## src/rtl/mips_mem_arbiter.sv

```systemverilog
// Two-requester arbiter for the multicycle MIPS unified memory: core vs. loader,
// one access in flight, round-robin on contention, watchdog-terminated hung accesses.
module mips_mem_arbiter #(
    parameter int ADDR_W  = 32,
    parameter int DATA_W  = 32,
    parameter int TIMEOUT = 64
) (
    input  logic              clk,
    input  logic              rst,
    input  logic              core_req,
    input  logic              core_we,
    input  logic [ADDR_W-1:0] core_addr,
    input  logic [DATA_W-1:0] core_wdata,
    output logic              core_done,
    input  logic              loader_req,
    input  logic              loader_we,
    input  logic [ADDR_W-1:0] loader_addr,
    input  logic [DATA_W-1:0] loader_wdata,
    output logic              loader_done,
    output logic [DATA_W-1:0] rdata,
    output logic              err,
    output logic              mem_en,
    output logic              mem_we,
    output logic [ADDR_W-1:0] mem_addr,
    output logic [DATA_W-1:0] mem_wdata,
    input  logic [DATA_W-1:0] mem_rdata,
    input  logic              mem_ready
);

    localparam int CNT_W = $clog2(TIMEOUT + 2) + 1;

    typedef enum logic [1:0] {
        IDLE = 2'd0,
        BUSY = 2'd1,
        DONE = 2'd2
    } state_t;

    state_t           state;
    logic             grant;       // 1 = loader owns the current access
    logic             last_grant;  // winner of the most recent contended arbitration
    logic [CNT_W-1:0] cnt;
    logic             pick_loader;
    logic             timeout_hit;

    // Loader wins when alone, or when both ask and the core won the last contention.
    always_comb begin
        pick_loader = loader_req && (!core_req || !last_grant);
        timeout_hit = (TIMEOUT != 0) && (cnt == CNT_W'(TIMEOUT - 1));
    end

    always_ff @(posedge clk or posedge rst) begin
        if (rst) begin
            state      <= IDLE;
            grant      <= 1'b0;
            last_grant <= 1'b1;
            cnt        <= '0;
            mem_we     <= 1'b0;
            mem_addr   <= '0;
            mem_wdata  <= '0;
            rdata      <= '0;
            err        <= 1'b0;
        end else begin
            case (state)
                IDLE: begin
                    if (core_req || loader_req) begin
                        grant     <= pick_loader;
                        mem_we    <= pick_loader ? loader_we    : core_we;
                        mem_addr  <= pick_loader ? loader_addr  : core_addr;
                        mem_wdata <= pick_loader ? loader_wdata : core_wdata;
                        cnt       <= '0;
                        state     <= BUSY;
                        // Only contended grants move the round-robin pointer.
                        if (core_req && loader_req)
                            last_grant <= pick_loader;
                    end
                end
                BUSY: begin
                    if (mem_ready) begin
                        rdata <= mem_we ? '0 : mem_rdata;
                        err   <= 1'b0;
                        state <= DONE;
                    end else if (timeout_hit) begin
                        rdata <= '0;
                        err   <= 1'b1;
                        state <= DONE;
                    end else begin
                        cnt <= cnt + 1'b1;
                    end
                end
                DONE: begin
                    state <= IDLE;
                end
                default: begin
                    state <= IDLE;
                end
            endcase
        end
    end

    // Strobes decode straight from the state register so reset kills them at once.
    always_comb begin
        mem_en      = (state == BUSY);
        core_done   = (state == DONE) && !grant;
        loader_done = (state == DONE) && grant;
    end

endmodule

```

## config.mk

```make
export PLATFORM = sky130hd
export DESIGN_NAME = mips_mem_arbiter
export DESIGN_NICKNAME = d
export VERILOG_FILES = /design/src/rtl/mips_mem_arbiter.sv
export SDC_FILE = /design/constraint.sdc
export NUM_CORES = 1
export LEC_CHECK = 0
export CAP_MARGIN = 20
export CORE_ASPECT_RATIO = 1.5
export CORE_MARGIN = 2
export CORE_UTILIZATION = 30
export CTS_CLUSTER_SIZE = 25
export DETAILED_ROUTE_END_ITERATION = 16
export PLACE_DENSITY = 0.63
export REMOVE_ABC_BUFFERS = 1
export SETUP_SLACK_MARGIN = 0.02
export SLEW_MARGIN = 20
export SYNTH_ARGS = -nofsm -noshare
export SYNTH_HDL_FRONTEND = slang
export SYNTH_SLANG_ARGS = --single-unit
```

## constraint.sdc

```tcl
create_clock -name clk -period 6 [get_ports clk]
set_input_delay 1.8 -clock clk [delete_from_list [all_inputs] [get_ports clk]]
set_output_delay 1.8 -clock clk [all_outputs]
set_load 0.02 [all_outputs]
```

======== After elaboration in Yosys (flattened, before gate mapping) ========
Cells that the tools add are included.
word-level totals
  register bits after elaboration ......... 110
  bits of input ports ..................... 167
  output and inout port bits .............. 101
  logic and storage cells ................. 50
cells by class
  add/subtract/negate cells ............... 1
  eq/ne operators ......................... 7
  multiplexer cells ....................... 16
  reduce and logical (&&, ||, !) cells .... 17
operators by type and width
  operator               count
  $mux W32               5
  $mux W8                3
  $pmux W8 S2            1
  $add A8 B1 Y8 const B  1
  $eq A8 B6 Y1 const B   1
  $mux W2                3
  $ne A2 B2 Y1 const B   3
  $reduce_and A2 Y1      3
  $logic_and A1 B1 Y1    4
  $pmux W2 S2            1
  $reduce_and A4 Y1      1
  $reduce_bool A2 Y1     2
  $logic_not A1 Y1       3
  $mux W1                3
  $ne A3 B1 Y1 const B   1
  $reduce_and A3 Y1      1
  $eq A2 B1 Y1 const B   1
  $eq A2 B2 Y1 const B   1
  $logic_not A2 Y1       1
  $logic_or A1 B1 Y1     2

======== Depth between registers and ports, before layout ========
  depth after elaboration ................. 4
  gate-level depth with buffers ........... 6
  gate-level depth less buffers ........... 6

======== Least setup slack after synthesis ========
Ideal clock, no wire load.
  kind .................................... input to register
  start point ............................. in loader_req
  end point ............................... reg mem_addr[0]
  library setup time ...................... 0.132 ns
  data arrival time ....................... 2.714 ns
  required time ........................... 5.868 ns
  slack ................................... 3.154 ns
  stages .................................. 5
  buffers on the path ..................... 2
  cell sequence ........................... a21boi_1 > buf_4 > buf_2 > mux2i_1 > o21ai_1
on the way
  cells in the longest elaborated chain, start to end .. 2
  elaborated cells on any way between the ends .. 4
  those cells by class .................... 1 x mux; 3 x reduce/logical
ends and longest elaborated chain
  item                                                              RTL line  source
  from (decl)                                                       15        input logic loader_req,
  $logic_and A1 B1 Y1 / $logic_or A1 B1 Y1 (equally long branches)  47, 65
  $mux W32 / $reduce_and A2 Y1 (equally long branches)              -
  to (signal assigned)                                              68        mem_addr <= pick_loader ? loader_addr : core_addr;
  to (decl)                                                         24        output logic [ADDR_W-1:0] mem_addr,
Parallel ways exist; a longest one is shown, timed or not.
A chain may end at the register's enable or synchronous reset.

======== Final worst setup path ========
  start point ............................. in loader_req
  end point ............................... reg mem_addr[30]
The elaborated chain is that of the path after synthesis.

==> summary.txt <==
Status -> finished, final reports clean
Iter 0 DRT Violations -> 155
CTS tree -> done
Tmin final -> 3735 ps
Ys Warns -> 0
Sw power -> 1.446 mW
Crit path cell chain -> clkdlybuf4s50_1 > a21boi_4 > buf_4 > mux2i_1 > o21ai_1
Global-route wire length before repair -> 23.42 mm
Synth area leaders -> dfrtp_1, mux2i_1, o21ai_1
Maximum clock path buffer count -> 2
Register share of total power -> 34.1%
Clock root cell -> clkbuf_16
Distinct cells, synth -> 38
# rows -> 56
Pre-CTS setup slack -> 1876 ps
Die H -> 158.4 um
Vias in the first global route -> 4413
Post-cts resize count -> 0
Fmax -> 267.7 MHz
Clock Skew -> 7.218 ps
Total power -> 3.690 mW
Final Hold Fails -> 0
Dpl hpwl -> 11.92 mm
Post-synthesis sequential area ratio -> 57.78%
Clk sinks -> 110
Leak pwr -> 3.428 nW
Latest clock arrival within the worst-skew pair -> 340 ps
Pin count of the biggest net entering global routing -> 82
Clk pin slew, worst setup/hold paths -> 70 ps
Top cell type's share of synthesized area -> 57.23%
CP peak stage delay -> 870 ps
Synth Register Bits -> 110
Drt wl/cell -> 17.39 um
Tightest hold margin -> 478.2 ps
Synthesis-to-finish area growth -> 66.50%
Hold crit path type -> reg2reg
Gate count of the mapped netlist -> 421
Area taken by multi-input logic gates -> 1879 um2
Layout fillers -> 1431
Worst relative slew slack -> 29.31%
Sw Share -> 39.17%
Pint -> 2.245 mW
Antenna violations before repair -> 2
# setup viols final -> 0
Critical path capture point type -> flip-flop
Post-CTS Setup Bufs -> 0
Final antenna-violating net count -> 0
CTS H-tree lvls -> 3
Drt total wl -> 15.46 mm
Reg area -> 2754 um2
Vias -> 4188
Syn_area_per_cell -> 11.32 um2
Crit path arrival time -> 3960 ps
Slowest stage cell, crit path -> a21boi_4
Clock group share of total power -> 15.4%
Final net count -> 847
Logic pwr share -> 50.5%
Grt ovf -> 0
Initial core utilization -> 30.50%
Worst path top cell family by delay -> buffers and inverters
# hold bufs at CTS -> 0
CP Class -> in2reg
Global Route Usage Sum -> 18.04%
Pwr/cell area -> 465.1 nW/um2
Max Cap Violations -> 0
Residual DRC -> 0
Post-route clock period utilization -> 62.25%
Area leader, netlist -> dfrtp_1
IO Count -> 268
Number of port buffers -> 267
Routability cong. -> 0.8328
Tightest Pin Transition -> 1058 ps
Worst setup margin -> 2265 ps
Core area -> 15630 um2
Post-Route Setup TNS -> 0 ps
Die area -> 16930 um2
WP data required -> 6230 ps
RSZ-0062 raised after global routing -> no
Startpoint Class -> input pin
Crit Path Max Fanout -> 22
Max Slew Vio Count -> 0
CTS buffer count -> 9
Pre-Repair DR Iteration Count -> 4
Peak supply drop -> 0.1991 mV
Die X -> 106.9 um
Post-synthesis cell area -> 4766 um2
Fraction of layout cells with a size suffix above 1 -> 5.263%
Via-per-instance ratio -> 4.711
Buf/Inv on CP -> 2
## synthesized netlist by cell type, drive strengths merged
library cell,instances
clkbuf,9
buf,19
and4,1
and2,1
o21a,2
a31oi,4
a41oi,1
nor4,2
a211o,2
mux2i,65
o21ai,70
nand4,2
nand2b,1
xor2,1
and3b,1
nand3,5
dfstp,1
a21boi,1
and3,4
a21oi,4
inv,4
dfrtp,109
nor3b,2
nand2,71
ha,1
a22o,33
nor2,3
o21ba,1
or3b,1
## metal layers
metal  global-route usage (%)  up-vias  share of wire (%)
met1                    20.27     1957                 37
met4                    10.14        2                4.8
met2                    31.15      169                 53
met3                    4.462       42                6.0
li1                         -     2018                  -
met5                        0        -              0.078
## worst register-to-register path, cell delays in order (launching register included)
cell and delay (ps):
dfrtp_1 450, ha_1 300, or3b_4 440, nor2_2 150
o21ai_2 80, buf_4 240, a22o_1 290
## layout make-up
type / instances / area share [%]
antenna: 2 / 0.06307
clock inverter: 4 / 0.3942
clock buffer: 12 / 3.106
inverter: 4 / 0.2523
multi-input combinational: 279 / 23.68
timing repair buffer: 275 / 34.59
sequential: 110 / 34.71
tap: 203 / 3.201
## per-stage QoR
step,instance area [um2],instances,util [%]
after detailed placement,7650,871,48.96
after global placement,7645,871,48.93
after floorplan,4618,393,-
after CTS,7928,887,50.74
final,7935,889,50.78
after global routing,7933,888,50.77
## logic make-up after synthesis
logic type,share of synthesized area (%)
AO/OA/AOI/OAI,15.91
XOR/XNOR,0.1838
adder cells (fa/ha/maj),0.2625
multiplexers,13.65
buffers and inverters,3.413
AND/OR/NAND/NOR,8.795
flip-flops,57.78
## flip-flops by register name, indices dropped and copies added (netlist names)
signal / count
mem_addr: 32
last_grant: 1
grant: 1
rdata: 32
err: 1
mem_we: 1
state: 2
cnt: 8
mem_wdata: 32
## path summary, 6_finish.rpt
path | start | end | slack [ps] | cells after the start
max | loader_req | mem_addr[30] | 2260 | 5
min | cnt[7] | cnt[7] | 480 | 1
max reg2reg | cnt[0] | rdata[23] | 3940 | 6
min reg2reg | cnt[7] | cnt[7] | 480 | 1
max in group asynchronous | rst | rdata[5] | 3110 | 3
min in group asynchronous | rst | mem_wdata[22] | 1960 | 2
## power by group through the flow
stage               sequential (mW)  clock [mW]  combinational, mW
floorplan                      1.61           0              0.638
global placement               1.25           0               1.86
detailed placement             1.27           0               1.88
CTS                            1.26       0.588               1.89
global route                   1.30       0.621               2.00
finish                         1.26       0.568               1.86
## placed cells by master, fill, tap and decap left out, types with 3 or more instances in the layout
cell type	count
clkdlybuf4s50_1	267
dfrtp_1	109
nand2_1	71
o21ai_1	66
mux2i_1	65
a22o_1	33
clkbuf_16	9
buf_4	7
nand3_1	5
a21oi_1	4
and3_1	4
a31oi_1	4
inv_2	3
(Power assumes the default switching activity.)
